==> src/rtl/ervp_us_tick_gen.sv <==
// ervp_us_tick_gen: fractional divider producing tick_1us, cascaded to tick_1ms and tick_1s.
// Define ERVP_TICK_GEN_FRAC_EN to enable the fractional accumulator.
module ervp_us_tick_gen #(
  parameter int BW_INT       = 16,
  parameter int BW_FRAC      = 8,
  parameter int DEFAULT_INT  = 50,
  parameter int DEFAULT_FRAC = 0
) (
  input  logic               clk,
  input  logic               rst,
  input  logic               enable,
  input  logic               cfg_valid,
  output logic               cfg_ready,
  input  logic [BW_INT-1:0]  cfg_int,
  input  logic [BW_FRAC-1:0] cfg_frac,
  output logic               tick_1us,
  output logic               tick_1ms,
  output logic               tick_1s
);
  localparam logic [BW_INT-1:0] DEF_INT = (DEFAULT_INT < 2) ? BW_INT'(2) : BW_INT'(DEFAULT_INT);
  localparam logic [BW_INT:0] ONE = 1;
  typedef enum logic {RUN, PEND} state_t;
  state_t state_q, state_d;
  logic [BW_INT-1:0] cyc_cnt_q, cyc_cnt_d, div_int_q, div_int_d, pend_int_q, pend_int_d;
  logic [9:0] us_cnt_q, us_cnt_d, ms_cnt_q, ms_cnt_d;
  logic tick_1us_q, tick_1us_d, tick_1ms_q, tick_1ms_d, tick_1s_q, tick_1s_d;
  logic cfg_ready_q, cfg_ready_d;
  logic [BW_INT:0] lim;
  logic bnd, load, acc, us_wrap, ms_wrap;
`ifdef ERVP_TICK_GEN_FRAC_EN
  logic [BW_FRAC-1:0] frac_q, frac_d, pend_frac_q, pend_frac_d, frac_acc_q, frac_acc_d;
  logic [BW_FRAC:0] sum;
  assign sum = {1'b0, frac_acc_q} + {1'b0, frac_q};
  assign lim = {1'b0, div_int_q} + (BW_INT+1)'(sum[BW_FRAC]);
`else
  localparam int unused_def_frac = DEFAULT_FRAC;
  logic unused_frac;
  assign unused_frac = ^cfg_frac;
  assign lim = {1'b0, div_int_q};
`endif
  // >= rather than == so a divisor loaded mid-period while disabled can never strand the counter
  assign bnd = enable && ({1'b0, cyc_cnt_q} >= lim - ONE);
  assign load = (state_q == PEND) && (bnd || !enable);
  assign acc = cfg_valid && cfg_ready_q;
  assign us_wrap = us_cnt_q == 10'd999;
  assign ms_wrap = ms_cnt_q == 10'd999;
  always_comb begin
    cyc_cnt_d = bnd ? '0 : (enable ? cyc_cnt_q + BW_INT'(1) : cyc_cnt_q);
    us_cnt_d = bnd ? (us_wrap ? '0 : us_cnt_q + 10'd1) : us_cnt_q;
    ms_cnt_d = (bnd && us_wrap) ? (ms_wrap ? '0 : ms_cnt_q + 10'd1) : ms_cnt_q;
    tick_1us_d = bnd;
    tick_1ms_d = bnd && us_wrap;
    tick_1s_d = bnd && us_wrap && ms_wrap;
    div_int_d = load ? pend_int_q : div_int_q;
    pend_int_d = acc ? ((cfg_int < BW_INT'(2)) ? BW_INT'(2) : cfg_int) : pend_int_q;
    state_d = acc ? PEND : (load ? RUN : state_q);
    cfg_ready_d = state_d == RUN;
`ifdef ERVP_TICK_GEN_FRAC_EN
    frac_acc_d = load ? '0 : (bnd ? sum[BW_FRAC-1:0] : frac_acc_q);
    frac_d = load ? pend_frac_q : frac_q;
    pend_frac_d = acc ? cfg_frac : pend_frac_q;
`endif
  end
  always_ff @(posedge clk) begin
    if (rst) begin
      state_q <= RUN;
      cyc_cnt_q <= '0;
      div_int_q <= DEF_INT;
      pend_int_q <= DEF_INT;
      us_cnt_q <= '0;
      ms_cnt_q <= '0;
      tick_1us_q <= 1'b0;
      tick_1ms_q <= 1'b0;
      tick_1s_q <= 1'b0;
      cfg_ready_q <= 1'b1;
`ifdef ERVP_TICK_GEN_FRAC_EN
      frac_acc_q <= '0;
      frac_q <= BW_FRAC'(DEFAULT_FRAC);
      pend_frac_q <= '0;
`endif
    end else begin
      state_q <= state_d;
      cyc_cnt_q <= cyc_cnt_d;
      div_int_q <= div_int_d;
      pend_int_q <= pend_int_d;
      us_cnt_q <= us_cnt_d;
      ms_cnt_q <= ms_cnt_d;
      tick_1us_q <= tick_1us_d;
      tick_1ms_q <= tick_1ms_d;
      tick_1s_q <= tick_1s_d;
      cfg_ready_q <= cfg_ready_d;
`ifdef ERVP_TICK_GEN_FRAC_EN
      frac_acc_q <= frac_acc_d;
      frac_q <= frac_d;
      pend_frac_q <= pend_frac_d;
`endif
    end
  end
  assign cfg_ready = cfg_ready_q;
  assign tick_1us = tick_1us_q;
  assign tick_1ms = tick_1ms_q;
  assign tick_1s = tick_1s_q;
endmodule

==> config.mk <==
export PLATFORM = sky130hd
export DESIGN_NAME = ervp_us_tick_gen
export DESIGN_NICKNAME = d
export VERILOG_FILES = /design/src/rtl/ervp_us_tick_gen.sv
export SDC_FILE = /design/constraint.sdc
export NUM_CORES = 1
export LEC_CHECK = 0
export ABC_AREA = 1
export CORE_MARGIN = 2
export CORE_UTILIZATION = 55
export CTS_BUF_LIST = sky130_fd_sc_hd__clkbuf_2 sky130_fd_sc_hd__clkbuf_4 sky130_fd_sc_hd__clkbuf_8
export CTS_CLUSTER_DIAMETER = 120
export DETAILED_ROUTE_END_ITERATION = 6
export GPL_TIMING_DRIVEN = 0
export PLACE_DENSITY = 0.76
export SETUP_SLACK_MARGIN = 0.5
export SLEW_MARGIN = 10
export SYNTH_ARGS = -nofsm -noshare
export SYNTH_HDL_FRONTEND = slang
export SYNTH_SLANG_ARGS = --single-unit
==> constraint.sdc <==
create_clock -name clk -period 3.2 [get_ports clk]
set_clock_uncertainty 0.2 [all_clocks]
set_input_delay 0.32 -clock clk [delete_from_list [all_inputs] [get_ports clk]]
set_output_delay 0.32 -clock clk [all_outputs]
set_load 0.02 [all_outputs]
**Word-level counts from Yosys, hierarchy flattened**

Index checks and enable logic that the tools add are counted.

- Register bits after elaboration: 73
- Bits of input ports: 28
- Output and inout bits: 4
- Logic and storage cells: 32

- Add/subtract/negate cells: 4
- $lt $le $gt $ge: 2
- Equal/unequal tests: 2
- Muxes and demuxes: 5
- Bitwise gates (word level): 1
- Reduce and logical (&&, ||, !) cells: 8

Operators with widths:

| operator | number |
|---|---|
| $add A10 B1 Y10 const B | 2 |
| $eq A10 B10 Y1 const B | 2 |
| $mux W10 | 2 |
| $ge A16 B17 Y1 | 1 |
| $sub A16 B1 Y17 const B | 1 |
| $add A16 B1 Y16 const B | 1 |
| $lt A16 B2 Y1 const B | 1 |
| $mux W16 | 1 |
| $logic_and A1 B1 Y1 | 5 |
| $mux W1 | 2 |
| $reduce_or A2 Y1 | 1 |
| $logic_not A1 Y1 | 1 |
| $logic_or A1 B1 Y1 | 1 |
| $not A1 Y1 | 1 |

**Logic depth before layout (Yosys ltp)**

Gate-level depths: netlist (run 1).

- Word-level depth: 8
- Gate-level depth with buffers: 21
- Depth with buffers taken out: 20

**Worst setup path before layout (run 1)**

No wires, ideal clock.

- Path type: register -> register
- Start point: reg div_int_q[4]
- End point: reg cyc_cnt_q[11]
- Setup time: 117 ps
- Arrival time: 2,502 ps
- Data required time: 2,883 ps
- Path slack: 381 ps
- Cell stages (with the launch flop): 19
- Path buffers: 1
- Clock period less this slack: 2,819 ps
- Path through: dfxtp_1 > nor2_1 > inv_1 > nor4_2 > nand2_1 > nor3_1 > xor2_1 > inv_1 > ha_1 > nand2_1 > nor2_1 > nand4_1 > nand3_1 > nand2_1 > nand2_2 > nand2_1 > nand2_2 > buf_2 > nor2_1

- Cells in the longest elaborated chain, start to end: 4

Ends and longest elaborated chain:

| element | RTL line | source |
|---|---|---|
| start, declared | 24 | `logic [BW_INT-1:0] cyc_cnt_q, cyc_cnt_d, div_int_q, div_int_d, pend_int_q, pend_int_d;` |
| start signal, assigned | 84 | `div_int_q <= div_int_d;` |
| $sub A16 B1 Y17 | 42 | `assign bnd = enable && ({1'b0, cyc_cnt_q} >= lim - ONE);` |
| $ge A16 B17 Y1 | 42 |  |
| $logic_and A1 B1 Y1 | 42 |  |
| $reduce_or A2 Y1 (no source line) | - |  |
| end signal, assigned | 83 | `cyc_cnt_q <= cyc_cnt_d;` |
| end, declared | 24 |  |

Every way passes these cells.
A chain may end at the register's enable or synchronous reset.

**Worst setup path after layout (run 1)**

- Start point: reg div_int_q[4]
- End point: reg ms_cnt_q[4]

- Cells in the longest elaborated chain, start to end: 4

Ends and longest elaborated chain:

| element | RTL line | source |
|---|---|---|
| $sub A16 B1 Y17 | 42 |  |
| $ge A16 B17 Y1 | 42 |  |
| $logic_and A1 B1 Y1 | 42 |  |
| $logic_and A1 B1 Y1 | 50 | `ms_cnt_d = (bnd && us_wrap) ? (ms_wrap ? '0 : ms_cnt_q + 10'd1) : ms_cnt_q;` |
| end signal, assigned | 87 | `ms_cnt_q <= ms_cnt_d;` |
| end, declared | 25 | `logic [9:0] us_cnt_q, us_cnt_d, ms_cnt_q, ms_cnt_d;` |

Every way passes these cells.

==> results.ini, run 1 <==
[global_routing]
grt_pass1_vias=3616
grt_pass1_wl_um=16100
grt_max_degree=14
grt_use_total_pct=23.6
overflow=0
antenna_found_initial=0

[critical_path]
path_cells=nor2_4 > inv_2 > nor4_4 > nand2_2 > nor3_4 > xor2_1 > inv_1 > ha_4 > nand2_2 > nor2_2 > nand4_1 > nand3_2 > nand2_4 > nand2_4 > buf_8 > buf_6 > nand4_1 > a21oi_2
r2r_end=ms_cnt_q[4]
cp.arrival_ns=3.10
critPathMaxFanout=7
cpPeakStageDelay_ns=0.37
cp_slowest_cell=dfxtp_4
worst_r2r_path_depth=18
endpoint_kind=flip-flop
cp.required_ns=3.28
ff2ff_setup_slack_ns=0.18
reg2reg_from=div_int_q[4]
start_kind=flip-flop
critPathKind=reg -> reg

[clock_tree]
clock_sinks=73
cts_hold_buffers=0
cts_made_buffers=9
path_clk_slew_ns=0.08
root_buffer=clkbuf_8
cts.path.max_buffers=2
htree_levels=3
cts_tree=built
clock_latency_ns=0.34

[yosys]
yosysWarnings=0
synth_edf_count=0
synthCells=583
netlist_area_mm2=0.00410
synth_area_leaders=dfxtp_1 36%, nand2_1 12%, a21oi_1 6.5%
synth.distinct_cells=31
seq_area_frac_synth_pct=35.7
avgSynthCellArea_um2=7.02
synth-seq-cells=73
synth-main-ff-cell=dfxtp_1
synth_nets=631
async_flop_share_pct=0
yosys.area.top_type=dfxtp_1
yosysTopAreaCellShare_pct=35.7

[finish]
fillCellCount=629
drive_gt1_share_pct=14.5
antenna_cells=0
utilization_pct=69.1
final_nets=679
area_growth_pct=21.8

[die]
initial_core_util_pct=56.8
coreArea_mm2=0.00721
fp.dieH_um=90.3
die_x_um=90.3
design.portCount=32
rows=31
die_area_mm2=0.00815

[sta]
max-slew-margin-rel_pct=52.0
timing.final.crit_share_pct=94.5
layout_min_cycle_time_ns=3.02
fmax_mhz=331
hold_violations=0
slew_violations=0
worst_pin_slew_ns=0.720
rsz0062_at_grt=yes
whs_ns=0.176
finalSetupViolCount=0
setup_ws_ns=0.176

[job]
max_cap_violations=0

[place]
place_congestion=0.934
place_hpwl_um=6710
dpl_worst_slack_ns=0.105
port-buffer-count=22

[drt]
first_iter_violations=193
dr.pass1.iters=5
drc=0
drt_wl_total_um=9730
postRouteAntennaNets=0
vias=3899
vias_per_cell=5.30
wl_per_cell_um=13.2

[power]
seqPwrFrac_pct=50.1
swShare_pct=27.5
p_clk_share_pct=37.5
p_switching_mw=0.531
internal_power_mw=1.40
vdd_drop_max_mv=0.267
totalPowerFinal_mw=1.93
power_frac_comb_pct=12.4
p_per_area_mw_per_mm2=387
power_leakage_nw=2.01

[outcome]
status=complete, no violations

[worst_hold_path]
hold_path_class=in -> reg
hold_start=enable
worstHoldEndpoint=cyc_cnt_q[0]
min_path_cells=4

-- sequential cells by signal, summed over array words and instances (netlist names) --
signal,cells
cyc_cnt_q,16
div_int_q,16
pend_int_q,16
ms_cnt_q,10
us_cnt_q,10
cfg_ready,1
state_q,1
tick_1ms,1
tick_1s,1
tick_1us,1
-- how the worst max path moves through the flow --
| stage | from | endpoint | slack [ns] | cells after the start |
|---|---|---|---|---|
| after CTS | div_int_q[1] | us_cnt_q[5] | 0.25 | 18 |
| after global placement | div_int_q[4] | cyc_cnt_q[12] | 0.15 | 20 |
| after global routing | div_int_q[4] | ms_cnt_q[4] | -0.02 | 18 |
| final | div_int_q[4] | ms_cnt_q[4] | 0.18 | 18 |
| after detailed placement | div_int_q[4] | cyc_cnt_q[12] | 0.10 | 20 |
| after floorplan | div_int_q[4] | us_cnt_q[3] | 0.51 | 20 |
-- cell families after synthesis --
kind of cell               count (synthesis)  share of synthesized area, %
DFF                                       73                          35.7
buffers and inverters                     81                          8.13
xor gates and xnor gates                  35                          7.49
and+or+nand+nor                          312                          34.8
AOI/OAI and AO/OA                         62                          7.76
adders and majority gates                 20                          6.11
-- power groups by stage --
stage | clock network, mW | logic [mW] | registers, mW
2_1_floorplan | 0 | 0.146 | 0.979
3_3_place_gp | 0 | 0.206 | 0.983
3_5_place_dp | 0 | 0.212 | 0.984
4_1_cts | 0.729 | 0.228 | 0.964
5_1_grt | 0.774 | 0.267 | 0.970
6_report | 0.722 | 0.240 | 0.967
-- synth_stat cells (5+ instances only) --
| master | n |
|---|---|
| a21oi_1 | 53 |
| nand4_1 | 30 |
| dfxtp_1 | 73 |
| nand3_1 | 28 |
| nand2_1 | 136 |
| clkbuf_1 | 9 |
| ha_1 | 20 |
| nor3_1 | 16 |
| inv_1 | 58 |
| xor2_1 | 24 |
| nand3b_1 | 10 |
| xnor2_1 | 11 |
| nor2_1 | 70 |
| nor4_1 | 5 |
| buf_2 | 5 |
-- area by class of cell --
class / instances / area [um2] / share of cell area (%)
Multi-Input combinational cell: 429 / 2470 / 49.4
Timing Repair Buffer: 37 / 369 / 7.40
Clock buffer: 9 / 124 / 2.48
Clock inverter: 7 / 68.8 / 1.38
Sequential cell: 73 / 1470 / 29.4
Inverter: 59 / 221 / 4.44
Tap cell: 99 / 124 / 2.48
Buffer: 22 / 148 / 2.96
-- placed cells by master, fill, tap and decap left out, drive strengths merged --
cell / netlist / layout
a211oi: 2 / 2
xnor2: 11 / 11
o21ai: 6 / 6
clkdlybuf4s50: 0 / 22
a21o: 1 / 1
nor4: 7 / 7
dfxtp: 73 / 73
inv: 58 / 59
nand3: 29 / 29
bufinv: 0 / 1
xor2: 24 / 24
nor3: 17 / 17
clkinvlp: 0 / 2
nor2: 74 / 74
nand2: 140 / 140
a21oi: 53 / 53
nand3b: 10 / 10
or2: 4 / 4
nand4: 30 / 30
ha: 20 / 20
buf: 13 / 27
nor3b: 1 / 1
clkinv: 1 / 4
clkbuf: 9 / 19
-- timing repair --
action                     in CTS  in global routing
gates resized for setup        37                 23
gates cloned                    2                  1
setup endpoints to repair      57                 57
pin swaps                      19                 22
buffers inserted                9                  3
-- layer usage --
| layer | wire length, um | vias to the layer above | global-route usage [%] |
|---|---|---|---|
| met3 | 355 | 14 | 4.01 |
| met1 | 4550 | 1791 | 30.9 |
| met5 | 0 | - | 0 |
| li1 | - | 2007 | - |
| met2 | 4690 | 87 | 39.7 |
| met4 | 136 | 0 | 7.95 |
-- critical path, delay by kind of cell, from the launching register on --
kind | cells | cell delay (ns)
fa+ha+maj | 1 | 0.28
buf+inv | 4 | 0.40
flops | 1 | 0.37
compound gates | 1 | 0.18
xor+xnor | 1 | 0.16
simple gates | 11 | 1.38
-- through the flow --
stage,TNS (ns),cells,cell area (um2)
after floorplan,0,583,4120
after global placement,0,704,4460
after detailed placement,0,704,4460
after CTS,0,731,4850
after global routing,-0.0441,735,4990
final,0,735,4990
No activity file was read; power rests on OpenSTA's default activity.
==> run 2, diff against run 1 <==
--- a/config.mk
+++ b/config.mk
@@ -6,6 +6,7 @@
 export NUM_CORES = 1
 export LEC_CHECK = 0
 export ABC_AREA = 1
+export CAP_MARGIN = 20
 export CORE_MARGIN = 2
 export CORE_UTILIZATION = 55
 export CTS_BUF_LIST = sky130_fd_sc_hd__clkbuf_2 sky130_fd_sc_hd__clkbuf_4 sky130_fd_sc_hd__clkbuf_8
==> results of run 2 <==
The final DEF is identical to that of run 1; final timing and power are the same.
==> run 3, diff against run 2 <==
--- a/config.mk
+++ b/config.mk
@@ -13,7 +13,7 @@
 export CTS_CLUSTER_DIAMETER = 120
 export DETAILED_ROUTE_END_ITERATION = 6
 export GPL_TIMING_DRIVEN = 0
-export PLACE_DENSITY = 0.76
+export PLACE_DENSITY_LB_ADDON = 0.2
 export SETUP_SLACK_MARGIN = 0.5
 export SLEW_MARGIN = 10
 export SYNTH_ARGS = -nofsm -noshare
==> results.ini, run 3 (synthesized netlist as in run 1, its figures left out) <==
[critical_path]
worst_r2r_path_depth=17
r2r_end=ms_cnt_q[1]
path_cells=nor2_4 > inv_2 > nor4_4 > nand2_1 > nor3_2 > xor2_1 > inv_1 > ha_4 > nand2_1 > nor2_2 > nand4_1 > nand3_2 > nand2_4 > nand2_4 > buf_8 > nand4_1 > o21ai_1
critPathKind=reg -> reg
cp_slowest_cell=dfxtp_4
cp.arrival_ns=3.16
critPathMaxFanout=7
cpPeakStageDelay_ns=0.36
reg2reg_from=div_int_q[5]
endpoint_kind=flip-flop
cp.required_ns=3.29
ff2ff_setup_slack_ns=0.13
start_kind=flip-flop

[die]
die_area_mm2=0.00815
die_x_um=90.3
fp.dieH_um=90.3
design.portCount=32
rows=31
coreArea_mm2=0.00721
initial_core_util_pct=56.8

[place]
port-buffer-count=22
dpl_worst_slack_ns=0.0587
dpl_cell_area_mm2=0.00446
place_hpwl_um=6580
place_congestion=0.927

[power]
vdd_drop_max_mv=0.277
power_leakage_nw=2.07
p_per_area_mw_per_mm2=414
p_clk_share_pct=42.4
p_switching_mw=0.541
power_frac_comb_pct=11.7
swShare_pct=25.7
internal_power_mw=1.56
seqPwrFrac_pct=45.9

[worst_hold_path]
hold_path_class=in -> reg
worstHoldEndpoint=cyc_cnt_q[0]
min_path_cells=4
hold_start=enable

[global_routing]
antenna_found_initial=0
grt_pass1_vias=3700
grt_pass1_wl_um=16100
grt_use_total_pct=24.1
overflow=0
grt_max_degree=14

[drt]
drt_wl_total_um=9730
postRouteAntennaNets=0
vias=3873
wl_per_cell_um=13.2
dr.pass1.iters=5
vias_per_cell=5.26
first_iter_violations=230
drc=0

[sta]
finalSetupViolCount=0
hold_violations=0
timing.final.crit_share_pct=95.8
setup_ws_ns=0.133
rsz0062_at_grt=yes
layout_min_cycle_time_ns=3.07
whs_ns=0.191
fmax_mhz=326
slew_violations=0
max-slew-margin-rel_pct=60.4
worst_pin_slew_ns=0.593

[finish]
reg_top3=cyc_cnt_q: 16 flops, div_int_q: 16 flops, pend_int_q: 16 flops
layout_common_cells=131 x nand2_1, 69 x dfxtp_1, 66 x nor2_1, 55 x inv_1, 46 x a21oi_1
area_growth_pct=23.8
final_nets=681
postLayoutCellArea_mm2=0.00507
final_common_cell=nand2_1
antenna_cells=0
utilization_pct=70.3
drive_gt1_share_pct=14.3

[clock_tree]
cts_made_buffers=9
path_clk_slew_ns=0.08
clock_sinks=73
cts_tree=built
htree_levels=3
clock_latency_ns=0.36
cts.path.max_buffers=2
root_buffer=clkbuf_8

[outcome]
status=complete, no violations

[job]
max_cap_violations=0

run 3: worst max path at each step:
stage	startpoint	to	slack, ns	cells past startpoint
floorplan	div_int_q[4]	us_cnt_q[3]	0.51	20
global placement	div_int_q[4]	cyc_cnt_q[12]	0.14	20
detailed placement	div_int_q[4]	cyc_cnt_q[12]	0.06	20
CTS	div_int_q[1]	div_int_q[6]	0.25	19
global route	div_int_q[5]	us_cnt_q[6]	-0.05	18
finish	div_int_q[5]	ms_cnt_q[1]	0.13	17
run 3: worst max-delay path, delay by kind of cell (launching register included):
family	cells	cell delay, ns
buffers and inverters	3	0.30
AO/OA/AOI/OAI	1	0.18
adder cells (fa/ha/maj)	1	0.28
XOR/XNOR	1	0.21
AND/OR/NAND/NOR	11	1.46
flip-flops	1	0.36
run 3: power by group through the flow:
stage | clock [mW] | sequential [mW] | combinational (mW)
floorplan | 0 | 0.979 | 0.146
global placement | 0 | 0.983 | 0.206
detailed placement | 0 | 0.985 | 0.212
CTS | 0.903 | 0.965 | 0.226
global route | 0.937 | 0.969 | 0.274
finish | 0.891 | 0.965 | 0.245
run 3: routing by layer:
layer / vias to the layer above / wire length, um / global-route usage [%]
met3: 14 / 348 / 4.17
met5: - / 0 / 0
met2: 76 / 4720 / 41.8
met4: 0 / 136 / 8.72
li1: 2011 / - / -
met1: 1772 / 4530 / 30.3
run 3: final cells by class:
cell class                 count  area, um2
clock inverter                 7        116
buffer                        22        151
inverter                      59        221
clock buffer                   9        124
tap                           99        124
sequential                    73       1470
multi-input combinational    429       2480
timing repair buffer          39        379
fill                         595       2140
run 3: repair_timing:
| action | 4_1_cts | 5_1_grt |
|---|---|---|
| buffers inserted | 7 | 6 |
| hold buffers | 0 | 0 |
| endpoints found under the setup margin | 57 | 57 |
| gates resized for setup | 39 | 21 |
| pin swaps | 15 | 14 |
| cloned | 3 | 1 |
run 3: metrics by stage:
stage          std cells  TNS, ns  power, mW
2_1_floorplan        583        0       1.13
3_3_place_gp         704        0       1.19
3_5_place_dp         704        0       1.20
4_1_cts              730        0       2.09
5_1_grt              737   -0.311       2.18
6_report             737        0       2.10
==> edit: new RTL, config.mk and constraints of run 3 <==
One comparison of `ms_cnt_q` changes from == to >=.
--- a/src/rtl/ervp_us_tick_gen.sv
+++ b/src/rtl/ervp_us_tick_gen.sv
@@ -43,7 +43,7 @@
   assign load = (state_q == PEND) && (bnd || !enable);
   assign acc = cfg_valid && cfg_ready_q;
   assign us_wrap = us_cnt_q == 10'd999;
-  assign ms_wrap = ms_cnt_q == 10'd999;
+  assign ms_wrap = ms_cnt_q >= 10'd999;
   always_comb begin
     cyc_cnt_d = bnd ? '0 : (enable ? cyc_cnt_q + BW_INT'(1) : cyc_cnt_q);
     us_cnt_d = bnd ? (us_wrap ? '0 : us_cnt_q + 10'd1) : us_cnt_q;
Function: no difference found for any inputs over 10 cycles, from zero or initial values and one cycle with rst high; that may be too few to reach the edited logic, so the function may still have changed.
==> edit against run 3 <==
Worst setup slack improved by 0.028 ns. Cell area increased by 1.8%. Sequential cell count unchanged. Total power decreased by 5.2%. Die area about the same. Routed wire length decreased by 3.4%. Count of clock-buffer cells in the layout increased by 1. Synthesized area about the same. First-iteration DRC count decreased by 24%. Via count decreased by 4.4%. Highest routed layer unchanged.
==> edit: results (changes against run 3) <==
status=complete, no violations; Hold EP=ms_cnt_q[9]; final period utilization=94.9% (-0.88 points); Worst Setup EP=cyc_cnt_q[4]; Synthesized Nets=613 (-2.9%); prevailing post-synth register cell=dfxtp_1; DR iter-0 viols=175 (-24%); final wirelength=9400 um (-3.4%); Non-Filler Instances=716 (-2.8%); ratio of cells with drive above 1 in the final layout=21.4% (+7.1 points); reg2reg start=div_int_q[4]; TritonRoute pass-1 iters=4 (-1); Hold Crit Depth=3 (-1); synth cell count leaders=nand2_1 (122), nor2_1 (79), dfxtp_1 (73), inv_1 (53), a21oi_1 (43); Seq/Total Area, Yosys=35.7% (about the same); pre-CTS WS=0.0524 ns (-0.00626 ns); Worst R2R Path Depth=18 (+1); Cell Area, Placed=0.00452 mm2 (+1.3%); Hold WS=0.0865 ns (-0.105 ns); vias in the first global route=3499 (-5.4%); first-pass GRT wire length=15500 um (-3.9%); placed cells=686 (-2.6%); via count=3701 (-4.4%); gr usage total=23.1% (-1.0 points); nets=660 (-3.1%); Synth Area in Compound Gates=8.58% (+0.82 points); gpl congestion=0.885 (-4.6%); syn avg cell area=7.25 um2 (+3.3%); Post-Synth Adder-Cell Area=6.11% (about the same); Synth area leaders=dfxtp_1 (36%), nand2_1 (11%), nor2_1 (7.2%), ha_1 (6.1%), a21oi_1 (5.3%); xor/xnor cell area share of the yosys netlist=7.48% (about the same); Slew HR=54.9% (-5.5 points); DP HPWL=6520 um (-0.90%)
[edit: timing repair]
item | in CTS | in global routing
cloned | 2 | 3
gates resized for setup | 14 | 52
endpoints found under the setup margin | 57 | 57
pin swaps | 7 | 20
buffers inserted | 7 | 2
[edit: kinds of logic after synthesis]
logic type / Yosys count
compound gates: 62
buf+inv: 75
fa+ha+maj: 20
simple gates: 300
xor+xnor: 35
flops: 73
[edit: report_power, final]
group          total, mW  internal, mW  switching (mW)  leakage (nW)
clock network      0.749         0.372           0.377        0.0963
logic              0.276         0.121           0.155          1.36
registers          0.967         0.941          0.0262         0.595
[edit: routing by layer]
| metal | share of wire, % | vias up | GRT usage (%) |
|---|---|---|---|
| met5 | 0 | - | 0 |
| met2 | 48 | 65 | 38.9 |
| met4 | 1.6 | 0 | 7.82 |
| met3 | 3.3 | 12 | 4.67 |
| met1 | 47 | 1671 | 29.7 |
| li1 | - | 1953 | - |
[edit: critical path: stages, from the launching register on]
cell	delay, ns
dfxtp_1	0.39
nor4_4	0.33
nand3_2	0.15
nor2_1	0.14
nand3_1	0.10
xnor2_1	0.16
inv_1	0.09
ha_4	0.27
nand2_1	0.04
nor2_1	0.08
nand3_1	0.11
o21bai_1	0.19
a21oi_2	0.06
nand2_4	0.11
nand3_4	0.11
nand2_4	0.12
buf_12	0.12
buf_8	0.11
nor2_1	0.04
[edit: layout make-up]
| cell class | count | area [um2] |
|---|---|---|
| multi-input combinational | 418 | 2590 |
| fill | 584 | 2090 |
| sequential | 73 | 1470 |
| timing repair buffer | 35 | 400 |
| inverter | 54 | 203 |
| buffer | 21 | 176 |
| clock buffer | 10 | 131 |
| tap | 99 | 124 |
| clock inverter | 6 | 67.6 |
